## config.mk

```make
export PLATFORM = sky130hd
export DESIGN_NAME = bsg_mem_1rw_byte_mask_requester
export DESIGN_NICKNAME = d
export VERILOG_FILES = /design/src/rtl/bsg_mem_1rw_byte_mask_requester.sv
export SDC_FILE = /design/constraint.sdc
export NUM_CORES = 1
export LEC_CHECK = 0
export CAP_MARGIN = 25
export CELL_PAD_IN_SITES_DETAIL_PLACEMENT = 0
export CELL_PAD_IN_SITES_GLOBAL_PLACEMENT = 1
export CORE_UTILIZATION = 30
export CTS_CLUSTER_DIAMETER = 80
export DETAILED_ROUTE_END_ITERATION = 10
export GPL_ROUTABILITY_DRIVEN = 1
export GPL_TIMING_DRIVEN = 0
export PLACE_DENSITY = 0.81
export SLEW_MARGIN = 10
export SYNTH_ARGS = -nofsm -noshare
export SYNTH_HDL_FRONTEND = slang
export SYNTH_SLANG_ARGS = --single-unit
```

## constraint.sdc

```tcl
create_clock -name clk_i -period 2.83 [get_ports clk_i]
set_input_delay 0.283 -clock clk_i [delete_from_list [all_inputs] [get_ports clk_i]]
set_output_delay 0.283 -clock clk_i [all_outputs]
set_load 0.05 [all_outputs]
```

## src/rtl/bsg_mem_1rw_byte_mask_requester.sv

```systemverilog
`default_nettype none
// ============================================================================
// Module      : bsg_mem_1rw_byte_mask_requester
// Description : Initiator for a 1RW byte-masked hard SRAM. Issues one access
//               per cycle from a ready/valid request port, returns read data
//               through a 2-entry valid/yumi buffer, and optionally zero-fills
//               the whole array after reset.
// Revision    : 1.0 - initial release
// ============================================================================
module bsg_mem_1rw_byte_mask_requester #(
    parameter int els_p        = 1024,
    parameter int addr_width_p = 10,
    parameter int width_p      = 32,
    parameter int init_p       = 1
) (
    input  logic                    clk_i,
    input  logic                    reset_i,

    input  logic                    req_v_i,
    input  logic                    req_w_i,
    input  logic [addr_width_p-1:0] req_addr_i,
    input  logic [width_p-1:0]      req_data_i,
    input  logic [width_p/8-1:0]    req_mask_i,
    output logic                    req_ready_o,

    output logic                    resp_v_o,
    output logic [width_p-1:0]      resp_data_o,
    input  logic                    resp_yumi_i,

    output logic                    mem_v_o,
    output logic                    mem_w_o,
    output logic [addr_width_p-1:0] mem_addr_o,
    output logic [width_p-1:0]      mem_data_o,
    output logic [width_p-1:0]      mem_write_mask_o,
    input  logic [width_p-1:0]      mem_data_i,

    output logic                    init_done_o
);

    localparam int                    c_mask_w    = width_p / 8;
    localparam logic [0:0]            c_st_init   = 1'b0;
    localparam logic [0:0]            c_st_run    = 1'b1;
    localparam logic [0:0]            c_st_reset  = (init_p != 0) ? c_st_init : c_st_run;
    localparam logic [addr_width_p-1:0] c_last_addr = addr_width_p'(els_p - 1);

    logic [0:0]              r_state;
    logic [0:0]              w_state_nxt;
    logic [addr_width_p-1:0] r_init_cnt;

    logic                    r_pending;
    logic [1:0]              r_count;
    logic                    r_rd_ptr;
    logic                    r_wr_ptr;
    logic [width_p-1:0]      r_buf [0:1];

    logic                    w_run;
    logic                    w_init;
    logic                    w_resp_v;
    logic                    w_pop;
    logic                    w_push;
    logic [2:0]              w_occ;
    logic [2:0]              w_credit;
    logic                    w_ready;
    logic                    w_accept;
    logic [width_p-1:0]      w_mask_exp;

    // ------------------------------------------------------------------
    // State register
    // ------------------------------------------------------------------
    always_ff @(posedge clk_i) begin
        if (reset_i) begin
            r_state <= c_st_reset;
        end else begin
            r_state <= w_state_nxt;
        end
    end

    // ------------------------------------------------------------------
    // Next-state logic
    // ------------------------------------------------------------------
    always_comb begin
        w_state_nxt = r_state;
        if (r_state == c_st_init && r_init_cnt == c_last_addr) begin
            w_state_nxt = c_st_run;
        end
    end

    always_ff @(posedge clk_i) begin
        if (reset_i) begin
            r_init_cnt <= '0;
        end else if (r_state == c_st_init) begin
            r_init_cnt <= r_init_cnt + addr_width_p'(1);
        end
    end

    // ------------------------------------------------------------------
    // Byte mask to bit mask expansion
    // ------------------------------------------------------------------
    for (genvar b = 0; b < c_mask_w; b++) begin : g_mask
        assign w_mask_exp[8*b +: 8] = {8{req_mask_i[b]}};
    end

    // ------------------------------------------------------------------
    // Credit and handshake
    // ------------------------------------------------------------------
    // Reset gates every valid/ready so nothing escapes during the reset cycle.
    assign w_run    = ~reset_i & (r_state == c_st_run);
    assign w_init   = ~reset_i & (r_state == c_st_init);
    assign w_resp_v = ~reset_i & (r_count != 2'd0);
    assign w_pop    = resp_yumi_i & w_resp_v;
    assign w_push   = r_pending;

    // A consumer pop this cycle frees a slot, hence the yumi->ready path.
    assign w_occ    = {1'b0, r_count} + {2'b00, r_pending};
    assign w_credit = w_occ - {2'b00, w_pop};
    assign w_ready  = w_run & (w_credit < 3'd2);
    assign w_accept = req_v_i & w_ready;

    // ------------------------------------------------------------------
    // Output logic
    // ------------------------------------------------------------------
    always_comb begin
        mem_v_o          = 1'b0;
        mem_w_o          = 1'b0;
        mem_addr_o       = '0;
        mem_data_o       = '0;
        mem_write_mask_o = '0;
        if (w_init) begin
            mem_v_o          = 1'b1;
            mem_w_o          = 1'b1;
            mem_addr_o       = r_init_cnt;
            mem_write_mask_o = '1;
        end else if (w_accept) begin
            mem_v_o    = 1'b1;
            mem_w_o    = req_w_i;
            mem_addr_o = req_addr_i;
            if (req_w_i) begin
                mem_data_o       = req_data_i;
                mem_write_mask_o = w_mask_exp;
            end
        end
    end

    assign req_ready_o = w_ready;
    assign init_done_o = w_run;
    assign resp_v_o    = w_resp_v;
    assign resp_data_o = r_buf[r_rd_ptr];

    // ------------------------------------------------------------------
    // Pending read flag and response buffer
    // ------------------------------------------------------------------
    always_ff @(posedge clk_i) begin
        if (reset_i) begin
            r_pending <= 1'b0;
            r_count   <= 2'd0;
            r_rd_ptr  <= 1'b0;
            r_wr_ptr  <= 1'b0;
        end else begin
            r_pending <= w_accept & ~req_w_i;
            r_count   <= r_count + {1'b0, w_push} - {1'b0, w_pop};
            if (w_push) begin
                r_wr_ptr <= ~r_wr_ptr;
            end
            if (w_pop) begin
                r_rd_ptr <= ~r_rd_ptr;
            end
        end
    end

    // SRAM read data is only valid the cycle after issue; capture it then.
    always_ff @(posedge clk_i) begin
        if (w_push) begin
            r_buf[r_wr_ptr] <= mem_data_i;
        end
    end

endmodule
`default_nettype wire

```

======== Word-level counts from Yosys, hierarchy flattened ========
Memory sizes are Yosys's and may differ from the RTL's. A register that Yosys moved wholly into a read port is not among the register bits.
Index checks and enable logic that the tools add are counted.
word-level totals
  flip-flop bits (word level) ............. 16
  bits in writable memories ............... 64
  output and inout port bits .............. 111
  word-level logic and storage cells ...... 44
  memories ................................ 1
cells by class
  $add $sub $neg .......................... 5
  order comparisons ....................... 1
  equality and inequality tests ........... 1
  multiplexer cells ....................... 16
  bitwise operators ....................... 12
  reductions and logical operators ........ 2
memory list
  memory  words  width  rd ports  clocked after Yosys merged registers in  wr ports  RTL line  text
  r_buf   2      32     1         1                                        1         54        logic [width_p-1:0] r_buf [0:1];
operators with widths
  operator               count
  $mux 32                6
  $mux 10                2
  $add 10x1->10 const B  1
  $eq 10x10->1 const B   1
  $mux 1                 8
  $and 1x1->1            7
  $not 1->1              5
  $add 2x1->3            1
  $lt 3x2->1 const B     1
  $sub 3x1->3            1
  $add 2x1->2            1
  $reduce_bool 2->1      1
  $sub 2x1->2            1
  $logic_and 1x1->1      1

======== Logic depth before layout (Yosys ltp) ========
Gate-level depths: netlist of run 1.
  word-level depth ........................ 9
  depth in mapped cells ................... 11

======== Least setup slack after synthesis of run 1 ========
Ideal clock, no wire load.
  path type ............................... register -> output
  from .................................... register r_count[1]
  to ...................................... output mem_write_mask_o[10]
  data arrival time ....................... 2824 ps
  required time ........................... 2547 ps
  setup slack ............................. -277 ps
  cell stages (with the launch flop) ...... 12
  buffers on the path ..................... 2
  cell sequence ........................... dfxtp_1 o21bai_1 nor2_1 ha_1 inv_1 ha_1 fa_1 nor3b_2 and4_1 buf_2 a21o_1 buf_4
on the way
  longest elaborated chain between the ends .. 9
  elaborated cells between the ends (all ways) .. 10
  classes of those cells .................. add/sub: 2; order compare: 1; mux: 2; bitwise: 4; reduce/logical: 1
RTL lines
  item                    RTL line  text
  start, declared         51        logic [1:0] r_count;
  start signal, assigned  160       r_count <= r_count + {1'b0, w_push} - {1'b0, w_pop};
  $reduce_bool 2->1       109       assign w_resp_v = ~reset_i & (r_count != 2'd0);
  $and 1x1->1             109
  $and 1x1->1             110       assign w_pop = resp_yumi_i & w_resp_v;
  via w_pop               59        logic w_pop;
  $sub 3x1->3             115       assign w_credit = w_occ - {2'b00, w_pop};
  via w_credit[1]         62        logic [2:0] w_credit;
  $lt 3x2->1              116       assign w_ready = w_run & (w_credit < 3'd2);
  $and 1x1->1             116
  $and 1x1->1             117       assign w_accept = req_v_i & w_ready;
  $mux 32                 133       end else if (w_accept) begin
  $mux 32                 128       if (w_init) begin
  end, declared           34        output logic [width_p-1:0] mem_write_mask_o,
The timed path passes the listed nets, and every way through them passes these cells.

======== Final worst setup path of run 1 ========
  from .................................... input resp_yumi_i
  to ...................................... output mem_data_o[17]
on the way
  longest elaborated chain between the ends .. 7
RTL lines
  item             RTL line  text
  start, declared  28        input logic resp_yumi_i,
  $and 1x1->1      110
  via w_pop        59
  $sub 3x1->3      115
  via w_credit[1]  62
  $lt 3x2->1       116
  $and 1x1->1      116
  $and 1x1->1      117
  $mux 32          133
  $mux 32          128
  end, declared    33        output logic [width_p-1:0] mem_data_o,
The timed path passes the listed nets, and every way through them passes these cells.

==> reports/qor.csv, run 1 <==
metric,value,unit
synth.avg_cell_area,13.6,µm²
timing.slew.headroom,0.464,
drt_iter0_drc,123,
period_share,1.10,
peakVddDrop,0.289,mV
clock_tree.root_cell,clkbuf_16,
synthFlopType,edfxtp_1,
cp-start-kind,primary input,
rr_worst_depth,10,
crit_top_cell,buf_6,
hold_depth,2,
viasPerCell,4.42,
syn_nets,358,
cp.depth,13,
cts_tree,yes,
grt_overflow,0,
pin_count,194,
grt_pass1_vias,2877,
clock_latency,0.33,ns
synth_top_cell_by_area,edfxtp_1,
clock_skew,0.00551,ns
dr.pass1.iters,4,
grt.total_usage,0.151,
min_period,3.12,ns
grt_pass1_wl,14700,µm
syn_area,3690,µm²
synth_cells,271,
grt_max_degree,33,
violations,setup timing,
syn2layout_area_growth,76.9,%
start_util,0.307,
die_x,113,µm
setup_slack,-0.289,ns
ctsHoldBuffers,0,
cellPowerDensity,434,nW/µm²
worstReg2RegEnd,r_pending,
synth_top_area_share,0.521,
path_buf_inv,6,
htreeDepth,3,
drc,0,
dp_hpwl,7020,µm
antenna_cells,0,
status,finished with violations,
ys_seq_elements,81,
ys_warn_count,0,
ant_nets,0,
critPathMaxStageDelay,0.45,ns
drv_slew,0,
end_kind,output port,
std_cell_rows,40,
synthArstFlopShare,0,
rr_startpoint,r_count[0],
synth_cell_types,36,
max_cap_viol_count,0,
fillers,1005,
dieArea,12800,µm²
hp-start,r_rd_ptr,
crit_family,buffers and inverters,
cp.arrival,2.84,ns
synth_most_common_cell,edfxtp_1,
p_leak,2.56,nW
clkSinkCount,81,
worstPathMaxFanout,10,
rsz0062_at_grt,true,
yosysSeqAreaShare,0.613,
synth_edf_count,64,
final_hold_viol_count,0,
clk_pin_slew,0.06,ns
cts_buffers,9,
timing.fmax,321,MHz
routed_wl,9620,µm
antenna_found_initial,0,
clock_path_buffers,2,
drive_gt1_frac,0.434,
synth_commonest_cells,"64 x edfxtp_1, 34 x and2_1, 30 x mux2_2, 28 x buf_4, 17 x dfxtp_1",
critical_path_class,primary input to output port,
hold_slack,0.523,ns
die_y,113,µm
crit_path_top_delay_cell,clkdlybuf4s50_1,
worst_slew_pin_slew,0.804,ns
cp.required,2.55,ns
numPortBuffers,193,
nNetsFinal,566,
core-area,12000,µm²
setup_violations,76,
dpl-instance-area,5890,µm²
synth_area_leaders,"edfxtp_1 52%, dfxtp_1 9.2%, mux2_2 9.1%, and2_1 5.8%, buf_4 5.7%",
post_drt_wl_per_cell,15.3,µm
cp_cell_sequence,"clkdlybuf4s50_1, inv_1, nor2_2, ha_1, inv_1, ha_2, fa_1, nor3b_2, and4_4, buf_6, buf_6, and2_2, buf_6",
hold_path.class,flip-flop to flip-flop,
rrSetupSlack,0.43,ns
gp_congestion,0.732,
final_area,6530,µm²
vias,2789,
## through the flow
| step | util | setup slack (ns) | cells | setup TNS [ns] | power (W) |
|---|---|---|---|---|---|
| after floorplan | - | -0.0896 | 271 | -2.51 | 0.00147 |
| after detailed placement | 0.490 | -1.30 | 612 | -94.59 | 0.00166 |
| after global placement | 0.487 | -1.27 | 611 | -102.33 | 0.00165 |
| final | 0.544 | -0.289 | 631 | -18.90 | 0.00283 |
| after global routing | 0.544 | -0.416 | 631 | -28.87 | 0.00293 |
| after CTS | 0.533 | -0.348 | 630 | -24.14 | 0.00285 |
## flip-flops by register name, indices dropped and copies added (netlist names), named ones only
signal / count
r_state: 1
r_wr_ptr: 1
r_rd_ptr: 1
r_count: 2
r_init_cnt: 10
r_pending: 1
r_buf: 64
## layout make-up
type                    count  area (µm²)  share of cell area
inverters                   7        26.3             0.00402
repair buffers            197        2190               0.335
flip-flops and latches     81        2260               0.347
clock inverters             7        78.8              0.0121
plain buffers              42         338              0.0517
multi-input cells         141        1220               0.188
well taps                 147         184              0.0282
clock buffers               9         225              0.0345
## worst min-delay path, stage by stage, from the launching register on
cell and delay, ns:
dfxtp_1 0.30, o21ai_0 0.10, a21oi_1 0.07
## per-layer routing
layer,wire length (µm),track usage
met5,0,0
met4,137,0.0421
met3,483,0.0439
met2,5120,0.272
met1,3880,0.174
## cell usage in the layout, fill, tap and decap left out, drive strengths merged, types with 5 or more instances in the layout
cell type      instances
clkbuf                15
clkdlybuf4s50        115
nor2                   9
or3                    5
mux2                  32
dfxtp                 17
edfxtp                64
and2                  34
a22o                  10
a21oi                  8
buf                  117
inv                    9
## cell families (layout without fill, tap and decap cells)
kind of cell	after synthesis	after routing	share of synthesized area
buffers and inverters	49	262	0.0840
xor gates and xnor gates	6	6	0.0142
DFF	81	81	0.613
muxes	33	33	0.100
AOI/OAI and AO/OA	29	29	0.0542
and+or+nand+nor	69	69	0.119
adders and majority gates	4	4	0.0156
## worst max-delay path by stage
stage,startpoint,to
2_1_floorplan,r_count[1],mem_write_mask_o[10]
3_5_place_dp,reset_i,mem_data_o[30]
5_1_grt,r_count[0],mem_write_mask_o[27]
3_3_place_gp,reset_i,mem_data_o[30]
4_1_cts,r_count[0],mem_data_o[15]
6_report,resp_yumi_i,mem_data_o[17]
## power by group
group | internal (W) | total (W) | leakage [nW] | switching, W
Combinational | 0.000206 | 0.000378 | 1.70 | 0.000172
Clock | 0.000692 | 0.00116 | 0.146 | 0.000471
Sequential | 0.00128 | 0.00129 | 0.713 | 0.00000769
Total | 0.00218 | 0.00283 | 2.56 | 0.000650
## repair_timing
action / in CTS / in global routing
cloned: 1 / 0
endpoints found under the setup margin: 78 / 97
buffers inserted: 1 / 1
endpoints found under the hold margin: 0 / 0
gates resized for setup: 569 / 39
pin swaps: 4 / 7
Note: power is estimated with default switching activity, not from simulation.
==> inputs of run 2 (changes only) <==
Settings changed: CORE_ASPECT_RATIO set to 0.9, HOLD_SLACK_MARGIN set to 0.1.
==> run 2 against run 1 <==
Net effect: the run still ends with setup timing left; critical path depth is 1 lower; wire length is 2.9% higher; clock-buffer cell count stayed put; design area is 2.1% higher; critical path type is now flip-flop to output port; sequential share of layout area is 0.72 points lower; fmax is 1.4% lower; via count is 1.3% higher; critical endpoint is now mem_write_mask_o[15]; final cell count is 2.9% higher.
==> reports/qor.csv, run 2 (synthesis results as in run 1) <==
metric,value,unit,change
numPortBuffers,193,,unchanged
final_area,6670,µm²,+2.1%
cellPowerDensity,411,nW/µm²,-5.4%
drt_iter0_drc,142,,+15%
timing.fmax,316,MHz,-1.4%
grt_pass1_wl,15000,µm,+2.0%
cp.required,2.55,ns,about the same
setup_violations,76,,unchanged
clock_tree.root_cell,clkbuf_16,,
vias,2826,,+1.3%
largest_reg_flops,64,,unchanged
clock_latency,0.33,ns,about the same
rr_worst_depth,12,,+2
final_hold_viol_count,0,,unchanged
grt.total_usage,0.156,,+0.00487
rrSetupSlack,0.30,ns,-0.13 ns
drive_gt1_frac,0.442,,+0.00783
ctsHoldBuffers,0,,unchanged
largest-register,r_buf,,
clock_skew,0.00790,ns,+0.00239 ns
nNetsFinal,571,,+0.88%
final_cell_mix,"114 x clkdlybuf4s50_1, 64 x edfxtp_1, 53 x buf_8",,
cts_buffers,9,,unchanged
post_drt_wl_per_cell,15.3,µm,about the same
viasPerCell,4.35,,-1.5%
clock_path_buffers,2,,unchanged
dpl-instance-area,5900,µm²,+0.28%
rr_startpoint,r_count[0],,
die_x,119,µm,+5.3%
syn2layout_area_growth,80.7,%,
hold_depth,4,,+2
dieArea,12800,µm²,about the same
drc,0,,unchanged
end_kind,output port,,
peakVddDrop,0.381,mV,+32%
min_period,3.16,ns,+0.0439 ns
pin_count,194,,unchanged
cp_cell_sequence,"o21bai_4, nor2_1, ha_1, inv_1, ha_2, fa_1, nor3b_2, and4_4, buf_8, a21o_4, buf_4, buf_8",,
dp_hpwl,7200,µm,+2.6%
hold_end,r_rd_ptr,,
final_common_cell,clkdlybuf4s50_1,,
htreeDepth,3,,unchanged
antenna_found_initial,0,,unchanged
reg_top3,"r_buf (64), r_init_cnt (10), r_count (2)",,
placed_cells,625,,+2.1%
clk_pin_slew,0.06,ns,about the same
setup_slack,-0.333,ns,-0.0439 ns
p_leak,2.59,nW,+1.5%
crit_path_top_delay_cell,fa_1,,
tns,-22.14,ns,-3.24 ns
cp.arrival,2.88,ns,+0.04 ns
layout.cells.non_filler,649,,+2.9%
rsz0062_at_grt,true,,
cts_tree,yes,,
die_y,107,µm,-5.0%
worstReg2RegEnd,r_pending,,
routed_wl,9900,µm,+2.9%
dr.pass1.iters,4,,unchanged
violations,setup timing,,
crit_family,adder cells,,
fillers,993,,-1.2%
start_util,0.307,,-0.000448
worstPathMaxFanout,8,,-2
clkSinkCount,81,,unchanged
gp_congestion,0.767,,+4.9%
critical_path_class,flip-flop to output port,,
worst_slew_pin_slew,0.807,ns,+0.00259 ns
hp-start,resp_yumi_i,,
grt_pass1_vias,2849,,-0.97%
path_buf_inv,4,,-2
status,finished with violations,,
grt_overflow,0,,unchanged
critPathMaxStageDelay,0.47,ns,+0.02 ns
period_share,1.12,,+0.0155
cp-start-kind,flip-flop,,
ant_nets,0,,unchanged
antenna_cells,0,,unchanged
core-area,12000,µm²,+0.15%
drv_slew,0,,unchanged
hold_slack,0.482,ns,-0.0409 ns
crit_top_cell,buf_8,,
max_cap_viol_count,0,,unchanged
dp_slack,-1.30,ns,+0.00531 ns
timing.slew.headroom,0.462,,-0.00173
std_cell_rows,38,,-5.0%
hold_path.class,primary input to flip-flop,,
grt_max_degree,33,,unchanged
run 2: cell count changes in the layout (fill, tap and decap cells not counted), moves of 2 or more:
cell,change
buf_4,-7
and2_4,+12
buf_8,+11
buf_2,-2
clkinvlp_4,+2
and2_2,-11
buf_6,+2
run 2: how the worst max path moves through the flow:
stage                from                   end  depth (start not counted)
5_1_grt        r_count[0]  mem_write_mask_o[28]                         12
3_5_place_dp      reset_i         mem_data_o[7]                         13
2_1_floorplan  r_count[1]  mem_write_mask_o[10]                         11
6_report       r_count[0]  mem_write_mask_o[15]                         12
3_3_place_gp      reset_i        mem_data_o[19]                         13
4_1_cts        r_count[0]        mem_data_o[12]                         12
run 2: stage by stage:
| stage | utilization | total power, W |
|---|---|---|
| after CTS | 0.550 | 0.00278 |
| after global placement | 0.488 | 0.00165 |
| after detailed placement | 0.491 | 0.00166 |
| final | 0.555 | 0.00274 |
| after global routing | 0.555 | 0.00283 |
| after floorplan | - | 0.00147 |
run 2: worst min-delay path: stages:
cell,delay (ns)
dlygate4sd2_1,0.24
inv_2,0.06
or3_1,0.11
a21oi_1,0.06
run 2: final cells by class:
cell class	instances	area, µm²	share of cell area
Clock buffer	9	225	0.0338
Buffer	42	345	0.0518
Clock inverter	7	55.1	0.00825
Timing Repair Buffer	202	2310	0.347
Inverter	7	26.3	0.00394
Sequential cell	81	2260	0.339
Tap cell	160	200	0.0300
Multi-Input combinational cell	141	1240	0.186
run 2: metal layers:
layer	vias up	GRT usage	wire [µm]	part of all wire
met4	0	0.0542	199	0.020
met1	1341	0.177	3900	0.39
li1	1373	-	-	-
met5	-	0	0	0
met2	94	0.273	5180	0.52
met3	18	0.0532	623	0.063
run 2: report_power, final:
| group | total, W | switching (W) | internal, W | leakage (nW) |
|---|---|---|---|---|
| registers | 0.00129 | 0.00000769 | 0.00128 | 0.713 |
| logic | 0.000380 | 0.000173 | 0.000207 | 1.75 |
| clock network | 0.00107 | 0.000467 | 0.000599 | 0.127 |
run 2: timing repair:
item	CTS	global route
endpoints found under the setup margin	77	107
gates resized for setup	632	16
pin swaps	23	12
buffers inserted	3	1
gates cloned	3	1
